<file path="config.mk">
export PLATFORM = sky130hd
export DESIGN_NAME = mem_arbiter
export DESIGN_NICKNAME = d
export VERILOG_FILES = /design/src/rtl/mem_arb_pkg.sv /design/src/rtl/rr_pick2.sv /design/src/rtl/mem_arbiter.sv
export SDC_FILE = /design/constraint.sdc
export NUM_CORES = 1
export LEC_CHECK = 0
export ABC_AREA = 1
export CORE_UTILIZATION = 35
export DETAILED_ROUTE_END_ITERATION = 10
export PLACE_DENSITY = 0.75
export REMOVE_ABC_BUFFERS = 1
export SYNTH_ARGS = -nofsm -noshare
export SYNTH_HDL_FRONTEND = slang
export SYNTH_SLANG_ARGS = --single-unit
</file>
<file path="constraint.sdc">
create_clock -name clk -period 1.4 [get_ports clk]
set_input_delay 0.28 -clock clk [delete_from_list [all_inputs] [get_ports clk]]
set_output_delay 0.28 -clock clk [all_outputs]
set_load 0.05 [all_outputs]
</file>
<file path="src/rtl/mem_arb_pkg.sv">
// rtl/mem_arb_pkg.sv - shared types and constants for the two-port RAM arbiter
package mem_arb_pkg;

  localparam int NUM_PORTS = 2;

  typedef enum logic [1:0] {
    MEM_NONE  = 2'b00,
    MEM_READ  = 2'b01,
    MEM_WRITE = 2'b10,
    MEM_RSVD  = 2'b11
  } mem_cmd_t;

  typedef enum logic [1:0] {
    IDLE   = 2'b00,
    ACCESS = 2'b01,
    RDATA  = 2'b10
  } arb_state_t;

endpackage

</file>
<file path="src/rtl/rr_pick2.sv">
// rr_pick2.sv - two-way winner pick with last-grant register (round-robin or fixed priority)
module rr_pick2 #(
  parameter int PRIO_FIXED = 0
) (
  input  logic clk,
  input  logic rst,
  input  logic req0,
  input  logic req1,
  input  logic grant_en,
  output logic win,
  output logic valid
);

  logic last_gnt;

  always_comb begin
    valid = req0 | req1;
    if (req0 && req1) begin
      win = (PRIO_FIXED != 0) ? 1'b0 : ~last_gnt;
    end else begin
      win = req1;
    end
  end

  // Reset to port 1 so that port 0 takes the first tie.
  always_ff @(posedge clk) begin
    if (rst) begin
      last_gnt <= 1'b1;
    end else if (grant_en && valid) begin
      last_gnt <= win;
    end
  end

endmodule

</file>
<file path="src/rtl/mem_arbiter.sv">
// rtl/mem_arbiter.sv - arbitrates CPU and DMA ports onto one single-port RAM via an IDLE/ACCESS/RDATA FSM
// Optional grant statistics counters enabled by defining MEM_ARB_STATS_EN.
module mem_arbiter
  import mem_arb_pkg::*;
#(
  parameter int AW         = 8,
  parameter int DW         = 16,
  parameter int PRIO_FIXED = 0
) (
  input  logic          clk,
  input  logic          rst,
  input  logic          req0,
  input  logic          req1,
  input  mem_cmd_t      cmd0,
  input  mem_cmd_t      cmd1,
  input  logic [AW-1:0] addr0,
  input  logic [AW-1:0] addr1,
  input  logic [DW-1:0] wdata0,
  input  logic [DW-1:0] wdata1,
  output logic          gnt0,
  output logic          gnt1,
  output logic          rvalid0,
  output logic          rvalid1,
  output logic [DW-1:0] rdata,
  output logic [AW-1:0] ram_addr,
  output logic [DW-1:0] ram_din,
  output logic          ram_write,
  input  logic [DW-1:0] ram_dout,
  output logic [15:0]   gnt_cnt0,
  output logic [15:0]   gnt_cnt1
);

  arb_state_t                       state;
  mem_cmd_t                         cmd_q;
  logic [AW-1:0]                    addr_q;
  logic [DW-1:0]                    wdata_q;
  logic [$clog2(NUM_PORTS)-1:0]     port_q;
  logic                             pick_win;
  logic                             pick_valid;
  logic                             in_access;
  logic                             in_rdata;

  rr_pick2 #(
    .PRIO_FIXED(PRIO_FIXED)
  ) u_pick (
    .clk     (clk),
    .rst     (rst),
    .req0    (req0),
    .req1    (req1),
    .grant_en(state == IDLE),
    .win     (pick_win),
    .valid   (pick_valid)
  );

  always_ff @(posedge clk) begin
    if (rst) begin
      state   <= IDLE;
      cmd_q   <= MEM_NONE;
      addr_q  <= '0;
      wdata_q <= '0;
      port_q  <= '0;
    end else begin
      case (state)
        IDLE: begin
          if (pick_valid) begin
            port_q  <= pick_win;
            cmd_q   <= pick_win ? cmd1 : cmd0;
            addr_q  <= pick_win ? addr1 : addr0;
            wdata_q <= pick_win ? wdata1 : wdata0;
            state   <= ACCESS;
          end
        end
        ACCESS:  state <= (cmd_q == MEM_READ) ? RDATA : IDLE;
        RDATA:   state <= IDLE;
        default: state <= IDLE;
      endcase
    end
  end

  // Moore decode: every RAM-side and handshake output depends only on state and the latches.
  assign in_access = (state == ACCESS);
  assign in_rdata  = (state == RDATA);
  assign gnt0      = in_access && (port_q == 1'b0);
  assign gnt1      = in_access && (port_q == 1'b1);
  assign rvalid0   = in_rdata && (port_q == 1'b0);
  assign rvalid1   = in_rdata && (port_q == 1'b1);
  assign rdata     = in_rdata ? ram_dout : '0;
  assign ram_addr  = in_access ? addr_q : '0;
  assign ram_din   = in_access ? wdata_q : '0;
  assign ram_write = in_access && (cmd_q == MEM_WRITE);

`ifdef MEM_ARB_STATS_EN
  logic [15:0] cnt0_q;
  logic [15:0] cnt1_q;

  always_ff @(posedge clk) begin
    if (rst) begin
      cnt0_q <= '0;
      cnt1_q <= '0;
    end else begin
      if (gnt0 && (cnt0_q != 16'hFFFF)) cnt0_q <= cnt0_q + 16'd1;
      if (gnt1 && (cnt1_q != 16'hFFFF)) cnt1_q <= cnt1_q + 16'd1;
    end
  end

  assign gnt_cnt0 = cnt0_q;
  assign gnt_cnt1 = cnt1_q;
`else
  assign gnt_cnt0 = 16'h0000;
  assign gnt_cnt1 = 16'h0000;
`endif

endmodule

</file>
* Word level (Yosys, flattened, before mapping)
Index checks and enable logic that the tools add are counted.
** Storage, ports and cells
- Flip-flop bits (word level) :: 30
- Word-level logic and storage cells :: 33
** Operators by class
- Equality and inequality tests :: 5
- Muxes and demuxes :: 10
- Bitwise gates (word level) :: 3
- Reduce and logical (&&, ||, !) cells :: 9
** Operators by type and width (count)
- 16-bit 2-to-1 mux :: 3
- 8-bit 2-to-1 mux :: 2
- 1-bit logical AND :: 7
- 2-bit 2-to-1 mux :: 3
- 2-bit by 1-bit == test with 1-bit output, second input constant :: 2
- 2-bit == test, second input constant :: 2
- 2-bit case mux with 2 select lines :: 1
- 2-bit zero test :: 1
- 2-bit inequality test, second input constant :: 1
- 1-bit inverter :: 2
- 2-bit AND reduction :: 1
- 1-bit 2-to-1 mux :: 1
- 1-bit bitwise OR :: 1

* Depth between registers and ports, before layout
Gate-level depths: netlist (run 1).
- Depth in word-level cells :: 3
- Mapped depth :: 7

* Modules after synthesis
From an unflattened synthesis (run 1), not the netlist that was laid out.
** Unflattened totals
- Cell total of the unflattened synthesis :: 370
- Area total of the unflattened synthesis :: 2163.3 sq um
** By module, submodules not included
- mem_arbiter :: instances 1, cells an instance 361, area an instance 2103.3 sq um
- rr_pick2 :: instances 1, cells an instance 9, area an instance 60.1 sq um

* Least setup slack after synthesis (run 1)
OpenSTA, ideal clock, no wires.
- Path type :: flip-flop to output port
- Start :: register state[1]
- End :: output port ram_write
- Data arrival time :: 1595 ps
- Setup slack :: -475 ps
- Cell stages (with the launch flop) :: 4
- Path buffers :: 0
- Cell sequence :: dfxtp_1 > inv_1 > nand2_1 > nor3_1
** On the way
- Longest elaborated chain between the ends :: 2
** RTL lines
- start: declaration :: RTL line mem_arbiter.sv:33 : arb_state_t state;
- start signal: assignment :: RTL line mem_arbiter.sv:73 : ACCESS: state <= (cmd_q == MEM_READ) ? RDATA : IDLE;
- 2-bit by 1-bit == test with 1-bit output :: RTL line mem_arbiter.sv:81 : assign in_access = (state == ACCESS);
- 1-bit logical AND :: RTL line mem_arbiter.sv:90 : assign ram_write = in_access && (cmd_q == MEM_WRITE);
- end: declaration :: RTL line mem_arbiter.sv:27 : output logic ram_write,
No other way between the ends.

* Worst setup path in the final report (run 1)
- Start :: register state[0]
- End :: output port rdata[7]
** On the way
- Longest elaborated chain between the ends :: 2
** RTL lines
- 2-bit == test :: RTL line mem_arbiter.sv:82 : assign in_rdata = (state == RDATA);
- 16-bit 2-to-1 mux :: RTL line mem_arbiter.sv:87 : assign rdata = in_rdata ? ram_dout : '0;
- end: declaration :: RTL line mem_arbiter.sv:24 : output logic [DW-1:0] rdata,
No other way between the ends.

==> results of run 1 <==
stage by stage:
stage | instances | power, W | setup slack (ns) | instance area, um2
after CTS | 565 | 0.00315 | -0.127 | 4200
after global placement | 556 | 0.00230 | -0.110 | 3850
after global routing | 567 | 0.00336 | -0.196 | 4300
after detailed placement | 556 | 0.00232 | -0.149 | 3850
final | 567 | 0.00318 | -0.140 | 4300
after floorplan | 350 | 0.00172 | -0.784 | 1960
critical path, cell delays in order (launching register included):
cell,delay [ns]
dfxtp_2,0.34
inv_1,0.07
nand2_1,0.09
buf_12,0.19
nor2_2,0.14
buf_12,0.15
worst max-delay path by stage:
stage                                startpoint                       to  cells past startpoint
after floorplan           state[1]$_SDFFE_PP0P_                ram_write                      3
after global placement                     req0   addr_q[7]$_SDFFE_PP0P_                      7
after detailed placement                   req0  wdata_q[9]$_SDFFE_PP0P_                      6
after CTS                 state[1]$_SDFFE_PP0P_                ram_write                      5
after global routing      state[0]$_SDFFE_PP0P_                 rdata[9]                      5
final                     state[0]$_SDFFE_PP0P_                 rdata[7]                      5
flip-flops by register name (all words and copies together) (netlist names):
signal	flops
port_q	1
addr_q	8
state	2
wdata_q	16
cmd_q	2
u_pick.last_gnt	1
layout make-up:
cell class	instances	area share, %
multi-input combinational	274	34.3
sequential	30	14.1
tap	75	2.18
clock buffer	7	2.01
inverter	46	4.02
timing repair buffer	134	43.3
clock inverter	1	0.117
synthesized netlist by cell type:
master     n
clkbuf_2   1
nor4_1     1
nor2_1    97
nor2_4     1
clkbuf_1   3
inv_1     45
nor3_1     1
nand2_2    1
a21boi_1  16
nand3_1   28
nor2_2     2
nand2_1   83
o21ai_2    1
conb_1     1
a21boi_0  10
buf_4     33
a21oi_1    1
buf_6      4
clkinv_1   1
buf_2     12
dfxtp_1   30
power groups by stage:
stage	Clock, W	Sequential, W	Combinational [W]
3_5_place_dp	0	0.000992	0.00133
3_3_place_gp	0	0.000989	0.00131
4_1_cts	0.000731	0.000980	0.00144
5_1_grt	0.000773	0.000989	0.00160
6_report	0.000719	0.000980	0.00148
2_1_floorplan	0	0.000985	0.000734
cells by family after synthesis:
group	Yosys count
simple gates	214
other cells	1
compound gates	28
buf+inv	99
flops	30
placed cells by master (no fill, tap or decap), types with 3 or more instances in the layout:
master	count
nor2_1	53
nor2_2	14
nand3_1	28
a21boi_0	10
clkbuf_8	6
buf_12	51
nand2_1	82
a21boi_1	16
nor2_4	33
inv_1	44
dfxtp_1	27
buf_4	9
conb_1	32
clkdlybuf4s50_1	70
dfxtp_2	3
timing repair:
item | in CTS | in global routing
setup buffers | 0 | 1
setup endpoints to repair | 45 | 45
resized for setup | 73 | 13
pin swaps | 0 | 1
hold buffers | 0 | 0
gates cloned | 1 | 1
layer usage:
layer	vias up	track usage, %	share of wire [%]
li1	1284	-	-
met2	105	34.3	50
met3	12	6.89	10
met5	-	0	0
met4	0	6.07	1.9
met1	1117	19.2	37
==> results.json, run 1 <==
{
  "outcome": "complete, but fails checks",
  "violations": "negative setup slack",
  "die-height_um": 81.5,
  "r2r_cells": 7,
  "clkLatencyLatePin_ns": 0.28,
  "cp_max_fo": 18,
  "p_comb_share_pct": 46.6,
  "tns_ns": -4.81,
  "antenna_found_initial": 0,
  "final_max_slew_viol_count": 0,
  "core_area_um2": 6030,
  "dp_hpwl_mm": 4.62,
  "worstSetupEndpointType": "output pin",
  "final_net_count": 563,
  "reg2reg_to": "wdata_q[11]$_SDFFE_PP0P_",
  "fmax_mhz": 649,
  "synthAdderAreaFrac_pct": 0,
  "synth_compound_area_share_pct": 9.45,
  "synthTopCellsByArea": "dfxtp_1, nor2_1, nand2_1",
  "grt_pass1_wl_mm": 9.49,
  "cts_buffers": 5,
  "synth_simple_gate_area_share_pct": 38.7,
  "cap_violations": 0,
  "min_to": "port_q$_SDFFE_PP0P_",
  "fin_crit_ns": 1.54,
  "ys_types": 21,
  "synth_area_per_cell_um2": 5.95,
  "register_area_um2": 604,
  "multiInputGateArea_um2": 1480,
  "grt_pass1_vias": 2197,
  "pin_count": 149,
  "via_count": 2518,
  "drc": 0,
  "switchingPower_w": 0.00122,
  "antenna_cells": 0,
  "die_w_um": 81.5,
  "clkTransAtPathRegs_ns": 0.06,
  "ys_ff_latch": 30,
  "cp.required_ns": 1.12,
  "min_from": "req1",
  "final_core_util_pct": 71.3,
  "fillCellCount": 468,
  "finalHoldViolations": 0,
  "drt-initial-drc-count": 138,
  "critPathKind": "reg2out",
  "synth_xor_area_share_pct": 0,
  "ant_nets": 0,
  "r2r_setup_slack_ns": 0.26,
  "drive_gt1_share_pct": 25.6,
  "clockBufferDepth": 2,
  "dr.pass1.iters": 4,
  "hp-class": "in2reg",
  "pwr_density_cell_nw_per_um2": 741,
  "synth_top_area_cell": "dfxtp_1",
  "area_growth_pct": 94.2,
  "worstPathArrival_ns": 1.26,
  "yosysSeqAreaShare_pct": 27.1,
  "pwr-share-clk_pct": 22.6,
  "ir_drop_mv": 0.474,
  "cp-start-kind": "flop",
  "p_leak_nw": 1.92,
  "wl_per_cell_um": 11.2,
  "overflow": 0,
  "p_sw_share_pct": 38.4,
  "wl_mm": 6.38,
  "rows": 28,
  "cts_tree": "yes",
  "seqPwrFrac_pct": 30.8,
  "grt_max_degree": 35,
  "internal_power_w": 0.00196,
  "hold_depth": 3,
  "h-tree-depth": 2,
  "period_share_pct": 110,
  "holdWs_ns": 0.401,
  "place.gp.congestion": 0.710,
  "ys_warn_count": 0,
  "grtUsageTotal_pct": 18.6,
  "synth_top_family_by_area": "simple AND/OR/NAND/NOR gates",
  "cts_root_buf": "clkbuf_8",
  "port_buffers": 116,
  "netlist_instances": 372,
  "die-area_um2": 6640,
  "vias_per_cell": 4.44,
  "rsz0062_at_grt": "yes",
  "setup_viol": 45,
  "r2r_start": "state[1]$_SDFFE_PP0P_",
  "synth_area_um2": 2210,
  "synth_mux_area_share_pct": 0,
  "finClkSkew_ns": 0.00330,
  "start_util_pct": 36.7,
  "clock-sinks": 30,
  "synth_top_cell_area_share_pct": 27.1,
  "setup_ws_ns": -0.140
}
No activity file was read; power rests on OpenSTA's default activity.
==> run 2: changes to the inputs <==
CAP_MARGIN = 20   (was not set)
RECOVER_POWER = 50   (was not set)
==> run 2 against run 1 <==
The flow still finishes with violations (negative setup slack). Wire length is essentially flat. First-iteration DRC count shrank 2.9%. Sequential power is essentially flat. Via count shrank 0.12%. Clock power is essentially flat. Non-clock buffer count is the same. Highest routed layer unchanged.
==> results.json, run 2 (synthesized netlist as in run 1, its figures left out) <==
{
  "wl_mm": 6.38,
  "slowest_stage": "dfxtp_2",
  "grt_pass1_vias": 2197,
  "pwr-share-clk_pct": 22.6,
  "fmax_mhz": 649,
  "core_area_um2": 6030,
  "antenna_cells": 0,
  "p_leak_nw": 1.92,
  "hold_buffers": 0,
  "place.gp.congestion": 0.710,
  "rsz0062_at_grt": "yes",
  "switchingPower_w": 0.00122,
  "die-area_um2": 6640,
  "violations": "negative setup slack",
  "area_growth_pct": 93.9,
  "finalHoldViolations": 0,
  "p_comb_share_pct": 46.6,
  "internal_power_w": 0.00196,
  "grt_pass1_wl_mm": 9.49,
  "via_count": 2515,
  "pin_count": 149,
  "cp.required_ns": 1.12,
  "path_cells": "inv_1 -> nand2_1 -> buf_12 -> nor2_2 -> buf_12",
  "regMostFlops": "wdata_q",
  "dp_hpwl_mm": 4.62,
  "hp-class": "in2reg",
  "dr.pass1.iters": 4,
  "grt_max_degree": 35,
  "tns_ns": -4.97,
  "clockBufferDepth": 2,
  "cp_max_fo": 18,
  "ant_nets": 0,
  "finClkSkew_ns": 0.00330,
  "vias_per_cell": 4.44,
  "clkLatencyLatePin_ns": 0.28,
  "path_buf_inv": 3,
  "cts_root_buf": "clkbuf_8",
  "crit_top_cell": "buf_12",
  "drive_gt1_share_pct": 25.4,
  "clkTransAtPathRegs_ns": 0.06,
  "setup_viol": 55,
  "drt-initial-drc-count": 134,
  "crit_family": "buffers and inverters",
  "rows": 28,
  "final_common_cell": "nand2_1",
  "port_buffers": 116,
  "clock-sinks": 30,
  "max_stage_delay_ns": 0.34,
  "period_share_pct": 110,
  "place_ws_ns": -0.149,
  "cts_buffers": 5,
  "final_max_slew_viol_count": 0,
  "pwr_density_cell_nw_per_um2": 740,
  "cap_violations": 0,
  "h-tree-depth": 2,
  "die-height_um": 81.5,
  "outcome": "complete, but fails checks",
  "fin_crit_ns": 1.54,
  "worstSetupEndpointType": "output pin",
  "drc": 0,
  "critPathKind": "reg2out",
  "wl_per_cell_um": 11.2,
  "overflow": 0,
  "ir_drop_mv": 0.472,
  "grtUsageTotal_pct": 18.6,
  "worstPathArrival_ns": 1.26,
  "cp-start-kind": "flop",
  "setup_ws_ns": -0.140,
  "reg_top3": "wdata_q x16, addr_q x8",
  "final_net_count": 563,
  "seqPwrFrac_pct": 30.9,
  "antenna_found_initial": 0,
  "fillCellCount": 467,
  "die_w_um": 81.5,
  "final_cell_mix": "nand2_1, clkdlybuf4s50_1, nor2_1",
  "p_sw_share_pct": 38.4,
  "largest_reg_flops": 16,
  "cts_tree": "yes",
  "start_util_pct": 36.7
}
[run 2: cell count changes in the layout (fill, tap and decap cells not counted)]
cell | previous run | this run
dlygate4sd3_1 | 0 | 1
o21ai_2 | 1 | 0
clkbuf_4 | 0 | 1
clkbuf_2 | 0 | 1
clkdlybuf4s50_1 | 70 | 69
o21ai_1 | 0 | 1
buf_4 | 9 | 7
[run 2: worst min-delay path, cell delays in order]
cell and delay, ns:
buf_2 0.15, nand3_1 0.13, a21oi_1 0.07
[run 2: metal layers]
metal / track usage [%] / routed length [um] / up-vias
met3: 6.89 / 663 / 12
met5: 0 / 0 / -
li1: - / - / 1283
met2: 34.3 / 3220 / 105
met4: 6.07 / 119 / 0
met1: 19.2 / 2370 / 1115
[run 2: per-stage QoR]
step	instances	hold slack (ns)	total power (W)	utilization [%]	instance area, um2
detailed placement	556	0.407	0.00232	63.8	3850
global route	567	0.418	0.00336	71.2	4290
CTS	565	0.401	0.00315	69.7	4200
finish	567	0.394	0.00318	71.2	4290
floorplan	350	0.349	0.00172	-	1960
global placement	556	0.409	0.00230	63.8	3850
[run 2: power groups by stage]
stage	Combinational, W	Clock, W	Sequential, W
floorplan	0.000734	0	0.000985
global route	0.00160	0.000773	0.000989
detailed placement	0.00133	0	0.000992
finish	0.00148	0.000717	0.000980
global placement	0.00131	0	0.000989
CTS	0.00144	0.000731	0.000980
[run 2: final cells by class]
cell class	count	area (um2)	share of cell area [%]
multi-input cells	274	1470	34.3
clock buffers	7	86.3	2.01
flip-flops and latches	30	604	14.1
repair buffers	134	1860	43.3
inverters	46	173	4.03
well taps	75	93.8	2.19
clock inverters	1	5.00	0.117
[run 2: final timing paths]
check	from	end	slack, ns	cells past startpoint
setup / recovery	state[0]$_SDFFE_PP0P_	rdata[7]	-0.14	5
hold / removal	req1	port_q$_SDFFE_PP0P_	0.39	3
setup reg to reg	state[1]$_SDFFE_PP0P_	wdata_q[11]$_SDFFE_PP0P_	0.14	7
hold reg to reg	cmd_q[1]$_SDFFE_PP0P_	state[1]$_SDFFE_PP0P_	0.41	1
[run 2: repair_timing]
item,in CTS,in global routing
cloned,1,1
pin swaps,0,1
setup buffers,0,1
resized for setup,73,13
setup endpoints to repair,45,45
